$ cat src/rtl/puf_pkg.sv
// Shared types and constants for the PUF response path.
package puf_pkg;
  localparam logic [7:0] RESPONSE_ID = 8'hAB;
  localparam logic [7:0] REQUEST_ID  = 8'hA5;

  typedef enum logic [3:0] {
    PKT_IDLE, PKT_HDR, PKT_CNT_LO, PKT_CNT_HI, PKT_FETCH,
    PKT_WAIT_RD, PKT_PAYLOAD, PKT_CSUM, PKT_DONE
  } pkt_state_t;

  typedef enum logic [2:0] {
    SND_IDLE, SND_WAIT_FREE, SND_PULSE, SND_WAIT_HI, SND_WAIT_LO
  } snd_state_t;

  function automatic int bytes_per_word(input int bits, input int byte_bits = 8);
    return (bits + byte_bits - 1) / byte_bits;
  endfunction
endpackage

$ cat src/rtl/uart_byte_sender.sv
// One-byte UART handshake: waits for idle line, pulses tx_enable, tracks tx_busy rise then fall.
module uart_byte_sender
  import puf_pkg::*;
#(
  parameter int DATA_BITS = 8
) (
  input  logic                 clk,
  input  logic                 reset,
  input  logic                 send,
  input  logic [DATA_BITS-1:0] byte_in,
  output logic [DATA_BITS-1:0] tx_data,
  output logic                 tx_enable,
  input  logic                 tx_busy,
  output logic                 sent
);
  snd_state_t state, state_nxt;
  logic       load;

  always_ff @(posedge clk or negedge reset) begin
    if (!reset) begin
      state   <= SND_IDLE;
      tx_data <= '0;
    end else begin
      state <= state_nxt;
      if (load) tx_data <= byte_in;
    end
  end

  // tx_busy is only checked for its rise after the pulse cycle, so a
  // UART with one cycle of latency is never mistaken for "already done".
  always_comb begin
    state_nxt = state;
    load      = 1'b0;
    tx_enable = 1'b0;
    sent      = 1'b0;
    case (state)
      SND_IDLE: if (send) begin
        load      = 1'b1;
        state_nxt = tx_busy ? SND_WAIT_FREE : SND_PULSE;
      end
      SND_WAIT_FREE: if (!tx_busy) state_nxt = SND_PULSE;
      SND_PULSE: begin
        tx_enable = 1'b1;
        state_nxt = SND_WAIT_HI;
      end
      SND_WAIT_HI: if (tx_busy) state_nxt = SND_WAIT_LO;
      SND_WAIT_LO: if (!tx_busy) begin
        sent      = 1'b1;
        state_nxt = SND_IDLE;
      end
      default: state_nxt = SND_IDLE;
    endcase
  end
endmodule

$ cat src/rtl/response_packetizer.sv
// Drains NUM_WORDS FIFO words and frames them as ID, count LSB/MSB, payload LSB-first, checksum.
module response_packetizer #(
  parameter int         RESPONSE_BITS = 32,
  parameter int         DATA_BITS     = 8,
  parameter int         NUM_WORDS     = 1280,
  parameter logic [7:0] RESPONSE_ID   = puf_pkg::RESPONSE_ID,
  parameter int         STALL_TIMEOUT = 65535
) (
  input  logic                     clk,
  input  logic                     reset,
  input  logic                     start,
  output logic                     busy,
  output logic                     done,
  output logic                     error,
  input  logic [RESPONSE_BITS-1:0] fifo_dout,
  input  logic                     fifo_empty,
  output logic                     fifo_rd_en,
  output logic [DATA_BITS-1:0]     tx_data,
  output logic                     tx_enable,
  input  logic                     tx_busy
);
  import puf_pkg::*;

  localparam int          BPW    = bytes_per_word(RESPONSE_BITS, DATA_BITS);
  localparam int          SH_W   = BPW * DATA_BITS;
  localparam int          WC_W   = $clog2(NUM_WORDS + 1);
  localparam int          ST_W   = $clog2(STALL_TIMEOUT + 1);
  localparam int          BIDX_W = (BPW > 1) ? $clog2(BPW) : 1;
  localparam logic [15:0] NW16   = 16'(NUM_WORDS);

  pkt_state_t            state, state_nxt;
  logic [WC_W-1:0]       word_cnt;
  logic [BIDX_W-1:0]     byte_idx;
  logic [ST_W-1:0]       stall_cnt;
  logic [DATA_BITS-1:0]  csum;
  logic [SH_W-1:0]       shreg;
  logic                  issued;
  logic                  send, sent;
  logic [DATA_BITS-1:0]  send_byte;
  logic                  is_tx, sum_byte, accept, abort, stall_inc;
  logic                  latch_word, byte_adv, last_byte;

  assign last_byte = (byte_idx == BIDX_W'(BPW - 1));
  assign send      = is_tx && !issued;

  always_ff @(posedge clk or negedge reset) begin
    if (!reset) state <= PKT_IDLE;
    else        state <= state_nxt;
  end

  always_comb begin
    state_nxt  = state;
    busy       = 1'b1;
    done       = 1'b0;
    fifo_rd_en = 1'b0;
    send_byte  = '0;
    is_tx      = 1'b0;
    sum_byte   = 1'b0;
    accept     = 1'b0;
    abort      = 1'b0;
    stall_inc  = 1'b0;
    latch_word = 1'b0;
    byte_adv   = 1'b0;
    case (state)
      PKT_IDLE: begin
        busy = 1'b0;
        if (start) begin
          accept    = 1'b1;
          state_nxt = PKT_HDR;
        end
      end
      PKT_HDR: begin
        is_tx     = 1'b1;
        send_byte = DATA_BITS'(RESPONSE_ID);
        if (sent) state_nxt = PKT_CNT_LO;
      end
      PKT_CNT_LO: begin
        is_tx     = 1'b1;
        sum_byte  = 1'b1;
        send_byte = DATA_BITS'(NW16[7:0]);
        if (sent) state_nxt = PKT_CNT_HI;
      end
      PKT_CNT_HI: begin
        is_tx     = 1'b1;
        sum_byte  = 1'b1;
        send_byte = DATA_BITS'(NW16[15:8]);
        if (sent) state_nxt = PKT_FETCH;
      end
      PKT_FETCH: begin
        if (!fifo_empty) begin
          fifo_rd_en = 1'b1;
          state_nxt  = PKT_WAIT_RD;
        end else if (stall_cnt == ST_W'(STALL_TIMEOUT - 1)) begin
          abort     = 1'b1;
          state_nxt = PKT_IDLE;
        end else begin
          stall_inc = 1'b1;
        end
      end
      PKT_WAIT_RD: begin
        latch_word = 1'b1;
        state_nxt  = PKT_PAYLOAD;
      end
      PKT_PAYLOAD: begin
        is_tx     = 1'b1;
        sum_byte  = 1'b1;
        send_byte = shreg[DATA_BITS-1:0];
        if (sent) begin
          byte_adv = 1'b1;
          if (last_byte)
            state_nxt = (word_cnt == WC_W'(NUM_WORDS - 1)) ? PKT_CSUM : PKT_FETCH;
        end
      end
      PKT_CSUM: begin
        is_tx     = 1'b1;
        send_byte = csum;
        if (sent) state_nxt = PKT_DONE;
      end
      PKT_DONE: begin
        busy      = 1'b0;
        done      = 1'b1;
        state_nxt = PKT_IDLE;
      end
      default: begin
        busy      = 1'b0;
        state_nxt = PKT_IDLE;
      end
    endcase
  end

  always_ff @(posedge clk or negedge reset) begin
    if (!reset) begin
      error     <= 1'b0;
      word_cnt  <= '0;
      byte_idx  <= '0;
      stall_cnt <= '0;
      csum      <= '0;
      shreg     <= '0;
      issued    <= 1'b0;
    end else begin
      if (accept) begin
        error     <= 1'b0;
        word_cnt  <= '0;
        byte_idx  <= '0;
        stall_cnt <= '0;
        csum      <= '0;
      end
      if (abort) error <= 1'b1;
      if (sent)      issued <= 1'b0;
      else if (send) issued <= 1'b1;
      if (sent && sum_byte) csum <= csum + send_byte;
      if (fifo_rd_en)     stall_cnt <= '0;
      else if (stall_inc) stall_cnt <= stall_cnt + ST_W'(1);
      // Zero-extension pads the unused top bits of the last byte.
      if (latch_word) shreg <= SH_W'(fifo_dout);
      if (byte_adv) begin
        shreg    <= shreg >> DATA_BITS;
        byte_idx <= last_byte ? '0 : byte_idx + BIDX_W'(1);
        if (last_byte) word_cnt <= word_cnt + WC_W'(1);
      end
    end
  end

  uart_byte_sender #(.DATA_BITS(DATA_BITS)) u_sender (
    .clk       (clk),
    .reset     (reset),
    .send      (send),
    .byte_in   (send_byte),
    .tx_data   (tx_data),
    .tx_enable (tx_enable),
    .tx_busy   (tx_busy),
    .sent      (sent)
  );
endmodule
$ cat config.mk
export PLATFORM = sky130hd
export DESIGN_NAME = response_packetizer
export DESIGN_NICKNAME = d
export VERILOG_FILES = /design/src/rtl/puf_pkg.sv /design/src/rtl/uart_byte_sender.sv /design/src/rtl/response_packetizer.sv
export SDC_FILE = /design/constraint.sdc
export NUM_CORES = 1
export LEC_CHECK = 0
export ABC_AREA = 1
export BUFFER_PORTS_ARGS = -buffer_cell sky130_fd_sc_hd__buf_2
export CORE_MARGIN = 2
export CORE_UTILIZATION = 57
export DETAILED_ROUTE_END_ITERATION = 8
export PLACE_DENSITY = 0.78
export SLEW_MARGIN = 10
export SYNTH_ARGS = -nofsm -noshare
export SYNTH_HDL_FRONTEND = slang
export SYNTH_SLANG_ARGS = --single-unit
$ cat constraint.sdc
create_clock -name clk -period 3 [get_ports clk]
set_input_delay 0.15 -clock clk [delete_from_list [all_inputs] [get_ports clk]]
set_output_delay 0.15 -clock clk [all_outputs]
set_load 0.005 [all_outputs]
==> results of run 1 <==
-- registers in the layout, summed over array words and instances (netlist names) --
| signal | cells |
|---|---|
| csum | 8 |
| shreg | 32 |
| u_sender.state | 3 |
| u_sender.tx_data | 8 |
| word_cnt | 11 |
| issued | 1 |
| byte_idx | 2 |
| error | 1 |
| stall_cnt | 16 |
| state | 4 |
-- synth_stat cells (4+ instances only) --
| master | count |
|---|---|
| nand2_1 | 167 |
| nand3_1 | 105 |
| dfrtp_1 | 86 |
| inv_1 | 79 |
| nor2_1 | 35 |
| o21ai_0 | 33 |
| ha_1 | 11 |
| a21oi_1 | 9 |
| o211ai_1 | 9 |
| o22ai_1 | 9 |
| inv_2 | 8 |
| nand4_1 | 8 |
| nor3_1 | 8 |
| o211ai_2 | 7 |
| clkbuf_1 | 5 |
| nor2_4 | 5 |
| o221ai_1 | 5 |
| buf_4 | 4 |
| buf_6 | 4 |
| o21ai_1 | 4 |
-- power breakdown --
part           internal, µW  switching [µW]  total (µW)
clock                   438             439         876
sequential             1430             157        1590
combinational           433             831        1260
-- final cells by class --
cell class	instances	area (µm²)	share of cell area
inverters	87	326.6	0.06085
repair buffers	54	300.3	0.05596
well taps	105	131.4	0.02448
clock buffers	11	151.4	0.02821
flip-flops and latches	86	2152	0.4010
clock inverters	5	65.06	0.01212
multi-input cells	436	2240	0.4173
-- cells by family (layout without fill, tap and decap cells) --
| family | Yosys count | count (layout) |
|---|---|---|
| xor+xnor | 2 | 2 |
| buf+inv | 105 | 157 |
| fa+ha+maj | 12 | 12 |
| simple gates | 337 | 337 |
| compound gates | 85 | 85 |
| flops | 86 | 86 |
-- metal layers --
metal  part of all wire  wire (µm)
met4              0.011        114
met2               0.45       4790
met1               0.48       5113
met5                  0          0
met3              0.055        578
-- how the worst max path moves through the flow --
stage / from / end / slack (ns) / cells after the start
final: state[1]$_DFFE_PN0P_ / csum[4]$_DFFE_PN0P_ / 0.64 / 13
after global routing: u_sender.state[0]$_DFFE_PN0P_ / shreg[29]$_DFFE_PN0P_ / 0.39 / 6
after CTS: u_sender.state[0]$_DFFE_PN0P_ / shreg[25]$_DFFE_PN0P_ / 0.66 / 6
after detailed placement: u_sender.state[0]$_DFFE_PN0P_ / shreg[5]$_DFFE_PN0P_ / 0.68 / 6
after global placement: u_sender.state[0]$_DFFE_PN0P_ / shreg[5]$_DFFE_PN0P_ / 0.79 / 6
after floorplan: state[2]$_DFFE_PN0P_ / csum[4]$_DFFE_PN0P_ / 0.95 / 12
-- through the flow --
| step | util | instance area [µm²] | instances |
|---|---|---|---|
| after global placement | 0.6256 | 5140 | 767 |
| after CTS | 0.6531 | 5366 | 784 |
| after floorplan | - | 4835 | 627 |
| after global routing | 0.6531 | 5366 | 784 |
| after detailed placement | 0.6256 | 5140 | 767 |
| final | 0.6531 | 5366 | 784 |
-- worst reg2reg max path, cell delays in order, from the launching register on --
cell,delay (ns)
dfrtp_1,0.47
inv_2,0.14
nor2_4,0.05
nand2_4,0.14
inv_2,0.07
nand2_1,0.06
o221ai_1,0.17
ha_1,0.26
fa_1,0.42
nand2_1,0.10
a21oi_1,0.08
o21ai_0,0.14
nand2_1,0.08
o22ai_1,0.11
-- repair_timing --
item                                    4_1_cts  5_1_grt
hold buffers                                  1        0
endpoints found under the setup margin        0        0
gates resized for setup                       0        0
endpoints found under the hold margin        43        0
==> results.yml, run 1 <==
run_status:
  status: "finished, final reports clean"
global_route:
  antenna_found_initial: 0
  grt_util_met3: 0.05560
  grt_max_degree: 45
  grt_pass1_wl_um: 18240
  grtUsageMet2: 0.3912
  overflow: 0
  use_met1: 0.3560
  grt.busiest_layer: "met2"
  grt_pass1_vias: 4072
  grt_use_total: 0.2515
routing:
  antenna_left: 0
  drtIter0Drc: 241
  drtPass1Iterations: 5
  detail_route.wl_per_cell_um: 13.52
  drcViolationCount: 0
  totalWireLength_um: 10600
  vias: 4349
  routed_via_density: 5.547
hold_path:
  whs_path_depth: 3
  hold_end: "shreg[30]$_DFFE_PN0P_"
  hp-class: "primary input to register"
  hp-start: "fifo_dout[30]"
floorplan:
  rows: 33
  io-pin-count: 50
  core_region_area_mm2: 0.008217
  die_h_um: 96.10
  die_x_um: 96.10
  start_util: 0.5884
  die-area_mm2: 0.009234
setup_path:
  worstReg2RegStart: "state[1]$_DFFE_PN0P_"
  worst_ep_arrival_time_ns: 2.66
  critPathSlowestCell: "dfrtp_1"
  r2r_slack_ns: 0.64
  path_common_cell: "nand2_1"
  rr_worst_depth: 13
  critPathMaxStageDelay_ns: 0.47
  cpLargestDelayFamily: "adder cells"
  crit_chain: "inv_2 > nor2_4 > nand2_4 > inv_2 > nand2_1 > o221ai_1 > ha_1 > fa_1 > nand2_1 > a21oi_1 > o21ai_0 > nand2_1 > o22ai_1"
  timing.critical_path.buf_inv: 2
  end_kind: "register"
  required_ns: 3.29
  r2r-end: "csum[4]$_DFFE_PN0P_"
  crit_path_start_kind: "register"
  path_class: "register to register"
  worstPathMaxFanout: 10
clock_tree:
  clock_path_buffers: 2
  h-tree-depth: 3
  cts_tree: "built"
  path_clk_slew_ns: 0.10
  cts_buffers: 9
  post-cts-setup-buffer-count: 0
  clk_latency_ns: 0.37
  cts-root-buf: "clkbuf_8"
  cts_sinks: 86
synth:
  yosys.area_share.adder: 0.03261
  muxShareOfSynthArea: 0
  async_flop_share: 1.000
  ys_seq_area_frac: 0.4451
  synth-simple-area-share: 0.3103
  synth_compound_area_frac: 0.1167
  syn-cell-area_mm2: 0.004835
  synth.largest_area_cell: "dfrtp_1"
  synthCells: 627
  synthTopCellsByArea: "dfrtp_1, nand2_1, nand3_1"
  yosysWarnings: 0
  synth_top_family_by_area: "simple AND/OR/NAND/NOR gates"
  syn_area_per_cell_um2: 7.711
  synth_xor_area_frac: 0.003623
  synth_seq_cells: 86
  synth_edf_count: 0
  synth_cell_types: 36
  netlist.area_leader.share: 0.4451
  synth_flop_cell: "dfrtp_1"
  synth_nets: 676
sta:
  timing.slew.headroom: 0.6087
  slew_viol_final: 0
  hold_viol: 0
  rsz0062_at_grt: "no"
  clock_skew_ns: 0.01433
  fin_ws_ns: 0.6380
  worst_pin_slew_ns: 0.5870
  tns_ns: 0
  fmaxAchievable_ghz: 0.4234
  whs_ns: 0.01718
  post-route-period-util: 0.7873
  final-setup-viol-count: 0
  finalCriticalPeriod_ns: 2.362
pwr:
  p_total_uw: 3728
  p_per_area_mw_per_mm2: 694.7
  ir_drop_mv: 0.3988
  p_leak_uw: 0.002726
cells_and_area:
  nets: 723
  syn2layout_area_growth_pct: 11.00
  antenna-diode-count: 0
  fillers: 694
  layout-drive-gt1-share: 0.1443
  final_common_cell: "nand2_1"
  final_cell_mix: "nand2_1, nand3_1, dfrtp_1"
place:
  pre_cts_slack_ns: 0.6849
  place.gp.congestion: 0.9023
  post-dp-hpwl_um: 7694
  portBuffers: 49
run:
  maxCapViolCount: 0
(Power assumes the default switching activity.)
==> run 2: changes to the inputs <==
--- a/config.mk
+++ b/config.mk
@@ -5,12 +5,12 @@
 export SDC_FILE = /design/constraint.sdc
 export NUM_CORES = 1
 export LEC_CHECK = 0
-export ABC_AREA = 1
+export ABC_AREA = 0
 export BUFFER_PORTS_ARGS = -buffer_cell sky130_fd_sc_hd__buf_2
 export CORE_MARGIN = 2
-export CORE_UTILIZATION = 57
+export CORE_UTILIZATION = 53
 export DETAILED_ROUTE_END_ITERATION = 8
-export PLACE_DENSITY = 0.78
+export PLACE_DENSITY = 0.76
 export SLEW_MARGIN = 10
 export SYNTH_ARGS = -nofsm -noshare
 export SYNTH_HDL_FRONTEND = slang
==> constraint.sdc (replaced) <==
create_clock -name clk -period 2.1 [get_ports clk]
set_input_delay 0.105 -clock clk [delete_from_list [all_inputs] [get_ports clk]]
set_output_delay 0.105 -clock clk [all_outputs]
set_load 0.005 [all_outputs]
==> run 2 against run 1 <==
The run now ends with negative setup slack left; largest power group is now combinational cells; sequential power grew 52%; design area grew 18%; power grew 75%; wire length grew 28%; register-to-register slack lost 0.94 ns; non-clock buffer count grew 111.
==> results.yml, run 2 <==
run_status:
  status: "finished with violations"
  failed_checks: "negative setup slack"
sta:
  worst_pin_slew_ns: 0.6168
  fin_ws_ns: -0.2987
  clock_skew_ns: 0.01920
  slew_viol_final: 0
  fmaxAchievable_ghz: 0.4169
  finalCriticalPeriod_ns: 2.399
  rsz0062_at_grt: "yes"
  final-setup-viol-count: 7
  hold_viol: 0
  timing.slew.headroom: 0.5875
  post-route-period-util: 1.142
  tns_ns: -1.029
pwr:
  clock_power_share: 0.183
  switching_power_uw: 2563
  power_frac_seq: 0.369
  p_per_area_mw_per_mm2: 1034
  switching_share: 0.3918
  p_int_uw: 3979
  pwr-share-comb: 0.448
  ir_drop_mv: 0.6207
  p_leak_uw: 0.003149
clock_tree:
  h-tree-depth: 3
  cts_buffers: 9
  path_clk_slew_ns: 0.11
  clk_latency_ns: 0.39
  cts-root-buf: "clkbuf_8"
  clock_path_buffers: 2
  cts_sinks: 86
  cts_tree: "built"
setup_path:
  crit_path_start_kind: "register"
  worst_ep_arrival_time_ns: 2.68
  path_class: "register to register"
  end_kind: "register"
  worstPathMaxFanout: 4
  required_ns: 2.38
global_route:
  grt_use_total: 0.2697
  grt_max_degree: 50
  grt_pass1_wl_um: 19230
  antenna_found_initial: 0
  overflow: 0
  grt_pass1_vias: 4074
place:
  post-dp-hpwl_um: 7315
  pre_cts_slack_ns: -0.4080
  place.gp.congestion: 0.9325
  portBuffers: 49
floorplan:
  die-area_mm2: 0.009205
  core_region_area_mm2: 0.008217
  io-pin-count: 50
  start_util: 0.5453
  die_h_um: 95.95
  rows: 33
  die_x_um: 95.95
cells_and_area:
  largest_reg_flops: 32
  antenna-diode-count: 0
  largest_register: "shreg"
  syn2layout_area_growth_pct: 41.22
  reg_top3: "shreg x32, stall_cnt x16, word_cnt x11"
  final_common_cell: "dfrtp_1"
  nets: 684
  layout-drive-gt1-share: 0.3313
  final_cell_mix: "dfrtp_1, nand2_1, buf_4"
  fillers: 495
synth:
  synth_cell_types: 52
  syn_area_per_cell_um2: 9.296
  synthTopCellsByArea: "dfrtp_1, nand2_1, a22oi_1"
  ys_seq_area_frac: 0.4803
  yosysWarnings: 0
  netlist.area_leader.share: 0.4803
  synth_edf_count: 0
  yosysMostFrequentCell: "nand2_1"
  synth_seq_cells: 86
  synth_flop_cell: "dfrtp_1"
  synth.largest_area_cell: "dfrtp_1"
  async_flop_share: 1.000
  synth_commonest_cells: "nand2_1, dfrtp_1, nand3_1, nor2_1, a22oi_1"
  syn-cell-area_mm2: 0.004481
  synth_nets: 531
  synthCells: 482
routing:
  drtIter0Drc: 322
  antenna_left: 0
  routed_via_density: 5.970
  totalWireLength_um: 13560
  detail_route.wl_per_cell_um: 18.19
  vias: 4448
  drcViolationCount: 0
  drtPass1Iterations: 5
run:
  maxCapViolCount: 0
hold_path:
  hp-class: "primary input to register"
==> run 2: final timing paths <==
kind | start | end | slack, ns | depth (start not counted)
worst min register to register | csum[7]$_DFFE_PN0P_ | csum[7]$_DFFE_PN0P_ | 0.49 | 1
worst min-delay path | tx_busy | u_sender.state[0]$_DFFE_PN0P_ | 0.06 | 3
max in group asynchronous | reset | state[2]$_DFFE_PN0P_ | 1.22 | 3
worst max-delay path | state[0]$_DFFE_PN0P_ | csum[7]$_DFFE_PN0P_ | -0.30 | 10
worst max register to register | state[0]$_DFFE_PN0P_ | csum[7]$_DFFE_PN0P_ | -0.30 | 10
min in group asynchronous | reset | stall_cnt[8]$_DFFE_PN0P_ | 0.23 | 2
==> run 2: what timing repair did <==
item / 4_1_cts / 5_1_grt
pin swaps: 16 / 37
resized for setup: 22 / 59
gates cloned: 0 / 6
endpoints found under the setup margin: 40 / 53
hold buffers: 34 / 0
buffers inserted: 15 / 7
endpoints found under the hold margin: 71 / 0
==> run 2: metrics by stage <==
stage	total power (µW)	instance area, µm²	cells	util	hold slack, ns
finish	6542	6327	745	0.7701	0.05834
global route	6895	6327	745	0.7701	0.05990
global placement	4497	5260	669	0.6402	0.1060
CTS	5978	5964	733	0.7259	0.04760
detailed placement	4604	5260	669	0.6402	0.1115
floorplan	3663	4527	482	-	-0.1906
==> run 2: final cells by class <==
cell class,instances,area [µm²],area share
Inverter,11,43.79,0.006921
Timing Repair Buffer,165,1374,0.2171
Clock buffer,9,123.9,0.01958
Multi-Input combinational cell,362,2430,0.3840
Tap cell,105,131.4,0.02076
Sequential cell,86,2156,0.3407
Clock inverter,7,68.82,0.01088
==> run 2: kinds of logic (layout without fill, tap and decap cells) <==
family          Yosys count  in the layout  synth area share
mux                      23             23           0.05446
flops                    86             86            0.4803
fa+ha+maj                12             12           0.03519
simple gates            213            213            0.2287
buf+inv                  34            192           0.02904
compound gates          107            107            0.1586
xor+xnor                  7              7           0.01368
==> run 2: per-layer routing <==
layer  global-route usage  up-vias  wire length (µm)
met5                    0        -                 0
met4               0.1119        0               459
met3              0.04229       44               725
met2               0.4347      188              6830
met1               0.3649     2173              5540
li1                     -     2043                 -
==> run 2: power by group through the flow <==
stage / Sequential, µW / Clock [µW] / Combinational (µW)
after floorplan: 2310 / 0 / 1360
after global placement: 2350 / 0 / 2140
after detailed placement: 2380 / 0 / 2220
after CTS: 2320 / 1180 / 2470
after global routing: 2440 / 1270 / 3180
final: 2410 / 1200 / 2930
==> run 2: worst max-delay path, stage by stage, from the launching register on <==
cell and delay, ns:
dfrtp_2 0.44, buf_6 0.14, inv_4 0.06, nor3_2 0.04, nor4_2 0.29, ha_1 0.35, a21oi_2 0.23, a21oi_2 0.09
o21ai_2 0.14, or3b_4 0.39, mux2i_1 0.13
